===== src/rtl/uart_rx_param.sv =====
// rtl/uart_rx_param.sv - parametrised oversampling UART receiver with read handshake
//
// Ports:
//   clk         system clock
//   arst_n      asynchronous active-low reset
//   rst         synchronous clear, same effect as reset
//   rx_en       allows new start bits to be accepted
//   BCLK        one-clk oversample tick, OVS ticks per bit period
//   rx_data     asynchronous serial line, idle high
//   rd          read strobe, consumes out
//   out         received word, LSB = first bit on the line
//   valid       out holds an unread word
//   done        one-clk pulse per completed frame
//   busy        frame reception in progress
//   parity_err  parity mismatch on the last completed frame
//   frame_err   a stop bit sampled low on the last completed frame
//   overrun     sticky: a frame completed while valid was set
module uart_rx_param #(
  parameter int DATA_W     = 8,
  parameter int OVS        = 16,
  parameter int PARITY_EN  = 0,
  parameter int PARITY_ODD = 0,
  parameter int STOP_BITS  = 1
) (
  input  logic              clk,
  input  logic              arst_n,
  input  logic              rst,
  input  logic              rx_en,
  input  logic              BCLK,
  input  logic              rx_data,
  input  logic              rd,
  output logic [DATA_W-1:0] out,
  output logic              valid,
  output logic              done,
  output logic              busy,
  output logic              parity_err,
  output logic              frame_err,
  output logic              overrun
);

  localparam int CNT_W = $clog2(OVS);
  localparam int IDX_W = $clog2(DATA_W + 1);
  localparam logic [CNT_W-1:0] HALF_LAST = CNT_W'(OVS / 2 - 1);
  localparam logic [CNT_W-1:0] FULL_LAST = CNT_W'(OVS - 1);
  localparam logic [IDX_W-1:0] BIT_LAST  = IDX_W'(DATA_W - 1);
  localparam logic STOP_LAST = (STOP_BITS == 2);
  localparam logic HAS_PAR   = (PARITY_EN != 0);
  localparam logic ODD       = (PARITY_ODD != 0);

  localparam logic [2:0] S_IDLE   = 3'd0;
  localparam logic [2:0] S_START  = 3'd1;
  localparam logic [2:0] S_DATA   = 3'd2;
  localparam logic [2:0] S_PARITY = 3'd3;
  localparam logic [2:0] S_STOP   = 3'd4;

  logic              sync1_q, sync1_d, sync2_q, sync2_d;
  logic [2:0]        state_q, state_d;
  logic [CNT_W-1:0]  cnt_q, cnt_d;
  logic [IDX_W-1:0]  idx_q, idx_d;
  logic              stop_idx_q, stop_idx_d;
  logic [DATA_W-1:0] shift_q, shift_d;
  logic              perr_q, perr_d, ferr_q, ferr_d;
  logic              busy_q, busy_d, done_q, done_d;
  logic [DATA_W-1:0] out_q, out_d;
  logic              perr_out_q, perr_out_d, ferr_out_q, ferr_out_d;
  logic              valid_q, valid_d, ovr_q, ovr_d;
  logic              rxs, cnt_full;

  assign rxs      = sync2_q;
  assign cnt_full = (cnt_q == FULL_LAST);

  always_comb begin
    sync1_d    = rx_data;
    sync2_d    = sync1_q;
    state_d    = state_q;
    cnt_d      = cnt_q;
    idx_d      = idx_q;
    stop_idx_d = stop_idx_q;
    shift_d    = shift_q;
    perr_d     = perr_q;
    ferr_d     = ferr_q;
    busy_d     = busy_q;
    done_d     = 1'b0;
    out_d      = out_q;
    perr_out_d = perr_out_q;
    ferr_out_d = ferr_out_q;
    valid_d    = valid_q;
    ovr_d      = ovr_q;

    if (BCLK) begin
      case (state_q)
        S_IDLE: begin
          if (rx_en && !rxs) begin
            state_d = S_START;
            cnt_d   = '0;
            busy_d  = 1'b1;
          end
        end
        S_START: begin
          if (cnt_q == HALF_LAST) begin
            if (rxs) begin
              // line went back high before mid start bit: a glitch, not a frame
              state_d = S_IDLE;
              busy_d  = 1'b0;
            end else begin
              state_d = S_DATA;
              cnt_d   = '0;
              idx_d   = '0;
              perr_d  = 1'b0;
              ferr_d  = 1'b0;
            end
          end else begin
            cnt_d = cnt_q + 1'b1;
          end
        end
        S_DATA: begin
          if (cnt_full) begin
            cnt_d   = '0;
            shift_d = {rxs, shift_q[DATA_W-1:1]};
            idx_d   = idx_q + 1'b1;
            if (idx_q == BIT_LAST) begin
              state_d    = HAS_PAR ? S_PARITY : S_STOP;
              stop_idx_d = 1'b0;
            end
          end else begin
            cnt_d = cnt_q + 1'b1;
          end
        end
        S_PARITY: begin
          if (cnt_full) begin
            cnt_d   = '0;
            perr_d  = ((^shift_q) ^ rxs) != ODD;
            state_d = S_STOP;
          end else begin
            cnt_d = cnt_q + 1'b1;
          end
        end
        S_STOP: begin
          if (cnt_full) begin
            cnt_d  = '0;
            ferr_d = ferr_q | ~rxs;
            if (stop_idx_q == STOP_LAST) begin
              // leave at mid stop bit so an immediately following start is caught
              state_d    = S_IDLE;
              busy_d     = 1'b0;
              done_d     = 1'b1;
              out_d      = shift_q;
              perr_out_d = perr_q;
              ferr_out_d = ferr_q | ~rxs;
            end else begin
              stop_idx_d = 1'b1;
            end
          end else begin
            cnt_d = cnt_q + 1'b1;
          end
        end
        default: begin
          state_d = S_IDLE;
          busy_d  = 1'b0;
        end
      endcase
    end

    // A read coinciding with done consumes the old word; the new one stays valid.
    if (done_q) begin
      valid_d = 1'b1;
      if (valid_q && !rd) ovr_d = 1'b1;
    end else if (rd) begin
      valid_d = 1'b0;
    end

    if (rst) begin
      sync1_d    = 1'b1;
      sync2_d    = 1'b1;
      state_d    = S_IDLE;
      cnt_d      = '0;
      idx_d      = '0;
      stop_idx_d = 1'b0;
      shift_d    = '0;
      perr_d     = 1'b0;
      ferr_d     = 1'b0;
      busy_d     = 1'b0;
      done_d     = 1'b0;
      out_d      = '0;
      perr_out_d = 1'b0;
      ferr_out_d = 1'b0;
      valid_d    = 1'b0;
      ovr_d      = 1'b0;
    end
  end

  always_ff @(posedge clk or negedge arst_n) begin
    if (!arst_n) begin
      sync1_q    <= 1'b1;
      sync2_q    <= 1'b1;
      state_q    <= S_IDLE;
      cnt_q      <= '0;
      idx_q      <= '0;
      stop_idx_q <= 1'b0;
      shift_q    <= '0;
      perr_q     <= 1'b0;
      ferr_q     <= 1'b0;
      busy_q     <= 1'b0;
      done_q     <= 1'b0;
      out_q      <= '0;
      perr_out_q <= 1'b0;
      ferr_out_q <= 1'b0;
      valid_q    <= 1'b0;
      ovr_q      <= 1'b0;
    end else begin
      sync1_q    <= sync1_d;
      sync2_q    <= sync2_d;
      state_q    <= state_d;
      cnt_q      <= cnt_d;
      idx_q      <= idx_d;
      stop_idx_q <= stop_idx_d;
      shift_q    <= shift_d;
      perr_q     <= perr_d;
      ferr_q     <= ferr_d;
      busy_q     <= busy_d;
      done_q     <= done_d;
      out_q      <= out_d;
      perr_out_q <= perr_out_d;
      ferr_out_q <= ferr_out_d;
      valid_q    <= valid_d;
      ovr_q      <= ovr_d;
    end
  end

  assign out        = out_q;
  assign valid      = valid_q;
  assign done       = done_q;
  assign busy       = busy_q;
  assign parity_err = perr_out_q;
  assign frame_err  = ferr_out_q;
  assign overrun    = ovr_q;

endmodule


===== config.mk =====
export PLATFORM = sky130hd
export DESIGN_NAME = uart_rx_param
export DESIGN_NICKNAME = d
export VERILOG_FILES = /design/src/rtl/uart_rx_param.sv
export SDC_FILE = /design/constraint.sdc
export NUM_CORES = 1
export LEC_CHECK = 0
export ABC_AREA = 1
export BUFFER_PORTS_ARGS = -buffer_cell sky130_fd_sc_hd__buf_2
export CORE_UTILIZATION = 60
export CTS_BUF_LIST = sky130_fd_sc_hd__clkbuf_4 sky130_fd_sc_hd__clkbuf_8
export CTS_CLUSTER_SIZE = 8
export DETAILED_ROUTE_END_ITERATION = 16
export GPL_TIMING_DRIVEN = 0
export PLACE_DENSITY = 0.81
export SLEW_MARGIN = 20
export SYNTH_ARGS = -nofsm -noshare
export SYNTH_HDL_FRONTEND = slang
export SYNTH_SLANG_ARGS = --single-unit

===== constraint.sdc =====
create_clock -name clk -period 1.58 [get_ports clk]
set_input_delay 0 -clock clk [delete_from_list [all_inputs] [get_ports clk]]
set_output_delay 0 -clock clk [all_outputs]
set_load 0.02 [all_outputs]

After elaboration in Yosys (flattened, before gate mapping):

Index checks and enable logic that the tools add are counted.

* ROM bits: 0
* bits of input ports: 7
* word-level logic and storage cells: 150
* bits in writable memories: 0
* bits in latches: 0
* memories: 0
* register bits after elaboration: 38

* magnitude comparators: 0
* bitwise operators: 3
* muxes and demuxes: 80
* equality and inequality tests: 19
* shift-type cells: 0
* add/subtract/negate cells: 2
* divide/modulo/power cells: 0
* reduce and logical (&&, ||, !) cells: 30
* multiply operators: 0

Operator list (count)
* $mux W8: 9
* $mux W1: 44
* $mux W4: 10
* $mux W3: 9
* $ne A3 B3 Y1 const B: 9
* $reduce_and A5 Y1: 4
* $pmux W3 S5: 1
* $reduce_bool A3 Y1: 5
* $pmux W4 S3: 1
* $reduce_bool A2 Y1: 6
* $add A4 B1 Y4 const B: 2
* $eq A4 B3 Y1 const B: 2
* $pmux W4 S2: 1
* $reduce_and A4 Y1: 2
* $reduce_and A8 Y1: 1
* $reduce_xor A8 Y1: 1
* $reduce_and A7 Y1: 1
* $eq A3 B2 Y1 const B: 2
* $pmux W1 S2: 3
* $eq A4 B4 Y1 const B: 1
* $ne A4 B4 Y1 const B: 1
* $pmux W1 S4: 1
* $reduce_bool A4 Y1: 1
* $eq A3 B1 Y1 const B: 1
* 14 further kinds: 16

Depth between registers and ports, before layout:

Gate-level depths: netlist of the first run.

* word-level depth: 7
* depth in mapped cells: 11

Least setup slack after synthesis of the first run:

Ideal clock, no wire load.

* kind: reg2reg
* start: register cnt_q[0]
* end: register idx_q[1]
* required time: 1.464 ns
* stages on the path, launching flop included: 10
* period minus slack after synthesis: 1.428 ns
* path slack: 0.152 ns
* data arrival time: 1.311 ns
* buffers on the path: 0
* path through: dfrtp_1 ha_1 nand3_4 nand2_4 nor2_1 nor2_4 nand2_4 nor2_4 nand2_1 nand2_1

* longest elaborated chain between the ends: 3

Ends and longest elaborated chain
* start: declaration: RTL line 58 `logic [CNT_W-1:0] cnt_q, cnt_d;`
* start signal: assignment: RTL line 214 `cnt_q <= cnt_d;`
* $eq A4 B3 Y1 / $eq A4 B4 Y1 (equally long branches): RTL line 100, 70
* $ne A3 B3 Y1 (no source line)
* $reduce_and A5 Y1 (no source line) *
* end signal: assignment: RTL line 215 `idx_q <= idx_d;`
* end: declaration: RTL line 59 `logic [IDX_W-1:0] idx_q, idx_d;`

Every way passes the cells marked *; elsewhere a longest branch is shown, timed or not.
A chain may end at the register's enable or synchronous reset.

Worst setup path after layout of the first run:

* start: register cnt_q[1]
* end: register out_q[6], in the netlist out[6]

* longest elaborated chain between the ends: 3

Ends and longest elaborated chain
* $eq A4 B4 Y1: RTL line 70 `assign cnt_full = (cnt_q == FULL_LAST);`
* $reduce_bool A2 Y1 (no source line)
* $reduce_and A4 Y1 (no source line)
* end signal: assignment: RTL line 222 `out_q <= out_d;`
* end: declaration: RTL line 64 `logic [DATA_W-1:0] out_q, out_d;`

Every way passes these cells.

==> impl_metrics.env, run 1 <==
export IMPL_arrival_ps=1730
export IMPL_initial_core_util_pct=62.7
export IMPL_grt_overflow=0
export IMPL_p_clk_share_pct=23.9
export IMPL_cts_tree="yes"
export IMPL_die_y_um=61.1
export IMPL_synth_edf_count=0
export IMPL_max_freq_mhz=675
export IMPL_ant_nets=0
export IMPL_holdWs_ps=128
export IMPL_grt_pass1_vias=1602
export IMPL_routed_wl_mm=4.28
export IMPL_drive_above_1_share_pct=24.1
export IMPL_crit_fanout=10
export IMPL_die_x_um=61.1
export IMPL_top_layer="met4"
export IMPL_clk_latency_ps=350
export IMPL_fin_nets=315
export IMPL_antenna_found_initial=0
export IMPL_port_buffer_count=19
export IMPL_finalInstanceArea_um2=2410
export IMPL_synth_area_top_cells="dfrtp_1 42%, nand2_1 16%, nand3_1 6.5%"
export IMPL_synthArstFlopShare_pct=100
export IMPL_multiInputGateArea_um2=1050
export IMPL_via_per_inst=5.26
export IMPL_fin_ws_ps=98.1
export IMPL_swShare_pct=35.1
export IMPL_p_seq_share_pct=50.3
export IMPL_rows=21
export IMPL_synth_fp_nets=280
export IMPL_start_kind="flip-flop"
export IMPL_first_iter_violations=58
export IMPL_synth_cell_types=30
export IMPL_grt_max_degree=38
export IMPL_leakage_nw=1.24
export IMPL_register_area_um2=931
export IMPL_ios=21
export IMPL_setup_worst_path_class="reg2reg"
export IMPL_maxSlewHeadroom_pct=46.0
export IMPL_slew_violations=0
export IMPL_fin_crit_ps=1480
export IMPL_min_delay_path_class="in2reg"
export IMPL_yosys_warnings=0
export IMPL_synth_top_area_cell="dfrtp_1"
export IMPL_track_usage_pct=26.1
export IMPL_post_drt_wl_per_cell_um=12.1
export IMPL_num_fill_cells=272
export IMPL_grt_pass1_wl_mm=6.96
export IMPL_gp_congestion=0.860
export IMPL_status="complete, no violations"
export IMPL_place_ws_ps=33.1
export IMPL_total_power_mw=2.08
export IMPL_dieArea_um2=3730
export IMPL_setup_tns_ps=0
export IMPL_synth_cells=271
export IMPL_p_sw_uw=729
export IMPL_cts_max_level=2
export IMPL_p_per_area_nw_per_um2=863
export IMPL_p_int_mw=1.35
export IMPL_yosysTopAreaCellShare_pct=41.8
export IMPL_setup_viol_count_final=0
export IMPL_worst_pin_slew_ps=811
export IMPL_ys_seq_elements=37
export IMPL_hold_viol=0
export IMPL_final_setup_skew_ps=5.09
export IMPL_cts_max_path_buffers=2
export IMPL_clkTransAtPathRegs_ps=110
export IMPL_synth_ff_type="dfrtp_1"
export IMPL_cts_sinks=37
export IMPL_syn_to_final_growth_pct=15.1
export IMPL_vdd_ir_drop_max_mv=0.576
export IMPL_dr_wl_met3_um=215
export IMPL_core_um2=3340
export IMPL_syn_area_per_cell_um2=7.72
export IMPL_cts_buffers_inserted=5
export IMPL_period_share_pct=93.8
export IMPL_max_cap_viol_count=0
export IMPL_synth_seq_area_share_pct=44.4
export IMPL_drc=0
export IMPL_root_buffer="clkbuf_4"
export IMPL_drt_met1_wl_mm=1.96
export IMPL_via_count=1856
export IMPL_dpl_cell_area_um2=2250
export IMPL_syn_cell_area_um2=2090
export IMPL_p_comb_share_pct=25.8
export IMPL_hpwl_mm=2.97
export IMPL_antenna_cells=0
export IMPL_crit_required_ps=1830
export IMPL_end_kind="flip-flop"
export IMPL_drt_first_pass_iters=4
export IMPL_met2_length_mm=2.04
==> sequential cells by signal (all words and copies together) (netlist names) <==
register / count
busy: 1
cnt_q: 4
done: 1
ferr_q: 1
frame_err: 1
idx_q: 4
out: 8
overrun: 1
parity_err: 1
perr_q: 1
rxs: 1
shift_q: 8
state_q: 3
sync1_q: 1
valid: 1
==> critical path, cell delays in order, from the launching register on <==
cell and delay [ps]:
dfrtp_1 440, ha_4 190, nand3_4 130, nor2_4 160, nand2_4 110, buf_4 190, nand3_1 70, o21ai_1 70
==> path summary, 6_finish.rpt <==
| check | start | end | slack (ps) | cells after the start |
|---|---|---|---|---|
| setup / recovery | cnt_q[1] | out[6] | 100 | 7 |
| hold / removal | BCLK | done | 130 | 5 |
| setup reg to reg | cnt_q[1] | out[6] | 100 | 7 |
| hold reg to reg | perr_q | parity_err | 490 | 2 |
| max in group asynchronous | arst_n | state_q[0] | 750 | 2 |
| min in group asynchronous | arst_n | out[6] | 270 | 2 |
==> Yosys cell counts, types with 2 or more instances <==
cell type	count
nand2_1	88
dfrtp_1	35
nand3_1	27
inv_1	22
nor2_1	19
o21ai_1	16
o21ai_0	12
nor2_4	7
inv_2	5
nand2_2	5
nor2_2	4
a21oi_1	3
nand2_4	3
nand4_1	3
or2_2	3
buf_2	2
dfstp_2	2
ha_1	2
xor2_1	2
==> repair_timing <==
item | CTS | global route
endpoints found under the setup margin | 0 | 32
setup buffers | 0 | 3
hold endpoints to repair | 42 | 0
hold buffers | 6 | 0
resized for setup | 0 | 7
==> per-layer routing <==
metal,track usage [%],vias up
met2,42.4,47
li1,-,940
met5,0,-
met4,8.12,0
met1,34.6,862
met3,6.30,7
==> placed cells by master (no fill, tap or decap), types with 2 or more instances in the layout <==
master / n
nor2_2: 5
nand4_1: 3
o21ai_1: 16
dfrtp_1: 33
nand2_1: 87
dfrtp_2: 2
nand3_1: 26
or2_2: 3
xor2_1: 2
buf_4: 4
a21oi_1: 3
nand2_2: 6
inv_1: 22
clkbuf_4: 5
o21ai_0: 12
nand2_4: 3
dfstp_2: 2
dlygate4sd3_1: 6
nor2_1: 18
inv_2: 5
buf_2: 21
nor2_4: 7
clkinv_2: 2
==> layout make-up <==
class	instances	area share (%)
Tap cell	46	2.39
Sequential cell	37	38.6
Timing Repair Buffer	28	7.38
Buffer	5	1.35
Inverter	28	4.47
Clock inverter	3	0.727
Multi-Input combinational cell	201	43.5
Clock buffer	5	1.56
==> cells by family (layout without fill, tap and decap cells) <==
group	Yosys count	count (layout)	share of synthesized area [%]
AOI/OAI and AO/OA	34	34	9.21
DFF	37	37	44.4
xor gates and xnor gates	3	3	1.26
adders and majority gates	2	2	1.20
muxes	1	1	0.478
and+or+nand+nor	161	161	36.8
buffers and inverters	33	69	6.69
==> per-stage QoR <==
step	util, %	std cells
detailed placement	67.3	336
finish	72.2	353
global placement	67.3	336
CTS	70.8	350
global route	72.2	353
floorplan	-	271
==> power by group through the flow <==
stage	Sequential [mW]	Combinational, mW	Clock (mW)
floorplan	1.06	0.360	0
global placement	1.05	0.470	0
detailed placement	1.05	0.476	0
CTS	1.04	0.487	0.514
global route	1.05	0.598	0.555
finish	1.05	0.537	0.497
(Power assumes the default switching activity.)
==> run 2: changes to the inputs <==
HOLD_SLACK_MARGIN = 0.15   (was unset)
==> impl_metrics.env, run 2 (same netlist as run 1, synthesis figures left out) <==
export IMPL_status="complete, no violations"
export IMPL_antenna_found_initial=0
export IMPL_start_kind="flip-flop"
export IMPL_drt_first_pass_iters=4
export IMPL_swShare_pct=35.1
export IMPL_cts_sinks=37
export IMPL_stdcell_count=355
export IMPL_vdd_ir_drop_max_mv=0.566
export IMPL_root_buffer="clkbuf_4"
export IMPL_dieArea_um2=3730
export IMPL_layout_common_cells="87 x nand2_1, 33 x dfrtp_1, 26 x nand3_1"
export IMPL_arrival_ps=1730
export IMPL_end_kind="flip-flop"
export IMPL_track_usage_pct=26.1
export IMPL_leakage_nw=1.25
export IMPL_crit_fanout=10
export IMPL_cts_buffers_inserted=5
export IMPL_drive_above_1_share_pct=23.9
export IMPL_drc=0
export IMPL_setup_viol_count_final=0
export IMPL_ant_nets=0
export IMPL_maxSlewHeadroom_pct=45.5
export IMPL_clk_latency_ps=350
export IMPL_cts_max_level=2
export IMPL_crit_required_ps=1820
export IMPL_p_int_mw=1.35
export IMPL_p_per_area_nw_per_um2=858
export IMPL_setup_tns_ps=0
export IMPL_total_power_mw=2.08
export IMPL_slew_violations=0
export IMPL_rr_worst_depth=7
export IMPL_p_clk_share_pct=23.9
export IMPL_syn_to_final_growth_pct=16.0
export IMPL_via_count=1845
export IMPL_hpwl_mm=2.97
export IMPL_post_drt_wl_per_cell_um=12.1
export IMPL_max_freq_mhz=674
export IMPL_grt_max_degree=38
export IMPL_ios=21
export IMPL_clkTransAtPathRegs_ps=110
export IMPL_setup_worst_path_class="reg2reg"
export IMPL_layout_commonest_cell="nand2_1"
export IMPL_grt_pass1_vias=1606
export IMPL_p_sw_uw=731
export IMPL_hold_viol=0
export IMPL_fin_crit_ps=1480
export IMPL_antenna_cells=0
export IMPL_min_delay_path_class="in2async"
export IMPL_rows=21
export IMPL_die_x_um=61.1
export IMPL_dp_cells=336
export IMPL_final_setup_skew_ps=4.31
export IMPL_die_y_um=61.1
export IMPL_port_buffer_count=19
export IMPL_routed_wl_mm=4.31
export IMPL_p_comb_share_pct=26.0
export IMPL_max_cap_viol_count=0
export IMPL_core_um2=3340
export IMPL_gp_congestion=0.860
export IMPL_p_seq_share_pct=50.2
export IMPL_fin_nets=317
export IMPL_grt_overflow=0
export IMPL_initial_core_util_pct=62.7
export IMPL_via_per_inst=5.20
export IMPL_cts_max_path_buffers=2
export IMPL_period_share_pct=93.9
export IMPL_worst_pin_slew_ps=817
export IMPL_first_iter_violations=67
export IMPL_cts_tree="yes"
export IMPL_grt_pass1_wl_mm=6.96
run 2: cell count changes in the layout (fill, tap and decap cells not counted):
| cell | change |
|---|---|
| dlygate4sd3_1 | +2 |
run 2: what timing repair did:
item | CTS | global route
resized for setup | 0 | 7
setup endpoints to repair | 0 | 32
hold endpoints to repair | 63 | 0
setup buffers | 0 | 3
hold buffers | 8 | 0
run 2: final timing paths:
path | to | startpoint | slack (ps)
max reg2reg | out[6] | cnt_q[0] | 100
max in group asynchronous | state_q[0] | arst_n | 750
min in group clk | valid | rst | 440
min reg2reg | parity_err | perr_q | 490
max | out[6] | cnt_q[0] | 100
min | shift_q[7] | arst_n | 280
run 2: final cells by class:
| cell class | count | area [µm²] |
|---|---|---|
| plain buffers | 5 | 32.5 |
| clock buffers | 5 | 37.5 |
| clock inverters | 3 | 17.5 |
| fillers | 272 | 908 |
| inverters | 28 | 108 |
| multi-input cells | 201 | 1050 |
| flip-flops and latches | 37 | 931 |
| well taps | 46 | 57.6 |
| repair buffers | 30 | 198 |
run 2: power groups by stage:
stage               Combinational, mW  Sequential, mW  Clock [mW]
finish                          0.541            1.05       0.498
global route                    0.601            1.05       0.555
CTS                             0.491            1.04       0.514
detailed placement              0.476            1.05           0
global placement                0.470            1.05           0
floorplan                       0.360            1.06           0
run 2: critical path, cell delays in order, from the launching register on:
cell,delay [ps]
dfrtp_1,440
ha_4,200
nand3_4,130
nor2_4,160
nand2_4,110
buf_4,190
nand3_1,70
o21ai_1,70
run 2: routing by layer:
layer  up-vias  track usage [%]  wire (µm)
met4         0             8.12         60
li1        946                -          -
met1       850             34.6       2020
met2        42             42.4       2050
met3         7             6.30        180
met5         -                0          0
run 2: stage by stage:
step | setup slack [ps] | hold WS, ps | cell area [µm²] | utilization (%)
after floorplan | 152 | -296 | 2090 | -
after global placement | 42.1 | 137 | 2250 | 67.3
after detailed placement | 33.1 | 138 | 2250 | 67.3
after CTS | 10.7 | 289 | 2380 | 71.4
after global routing | -16.2 | 359 | 2430 | 72.8
final | 95.8 | 275 | 2430 | 72.8
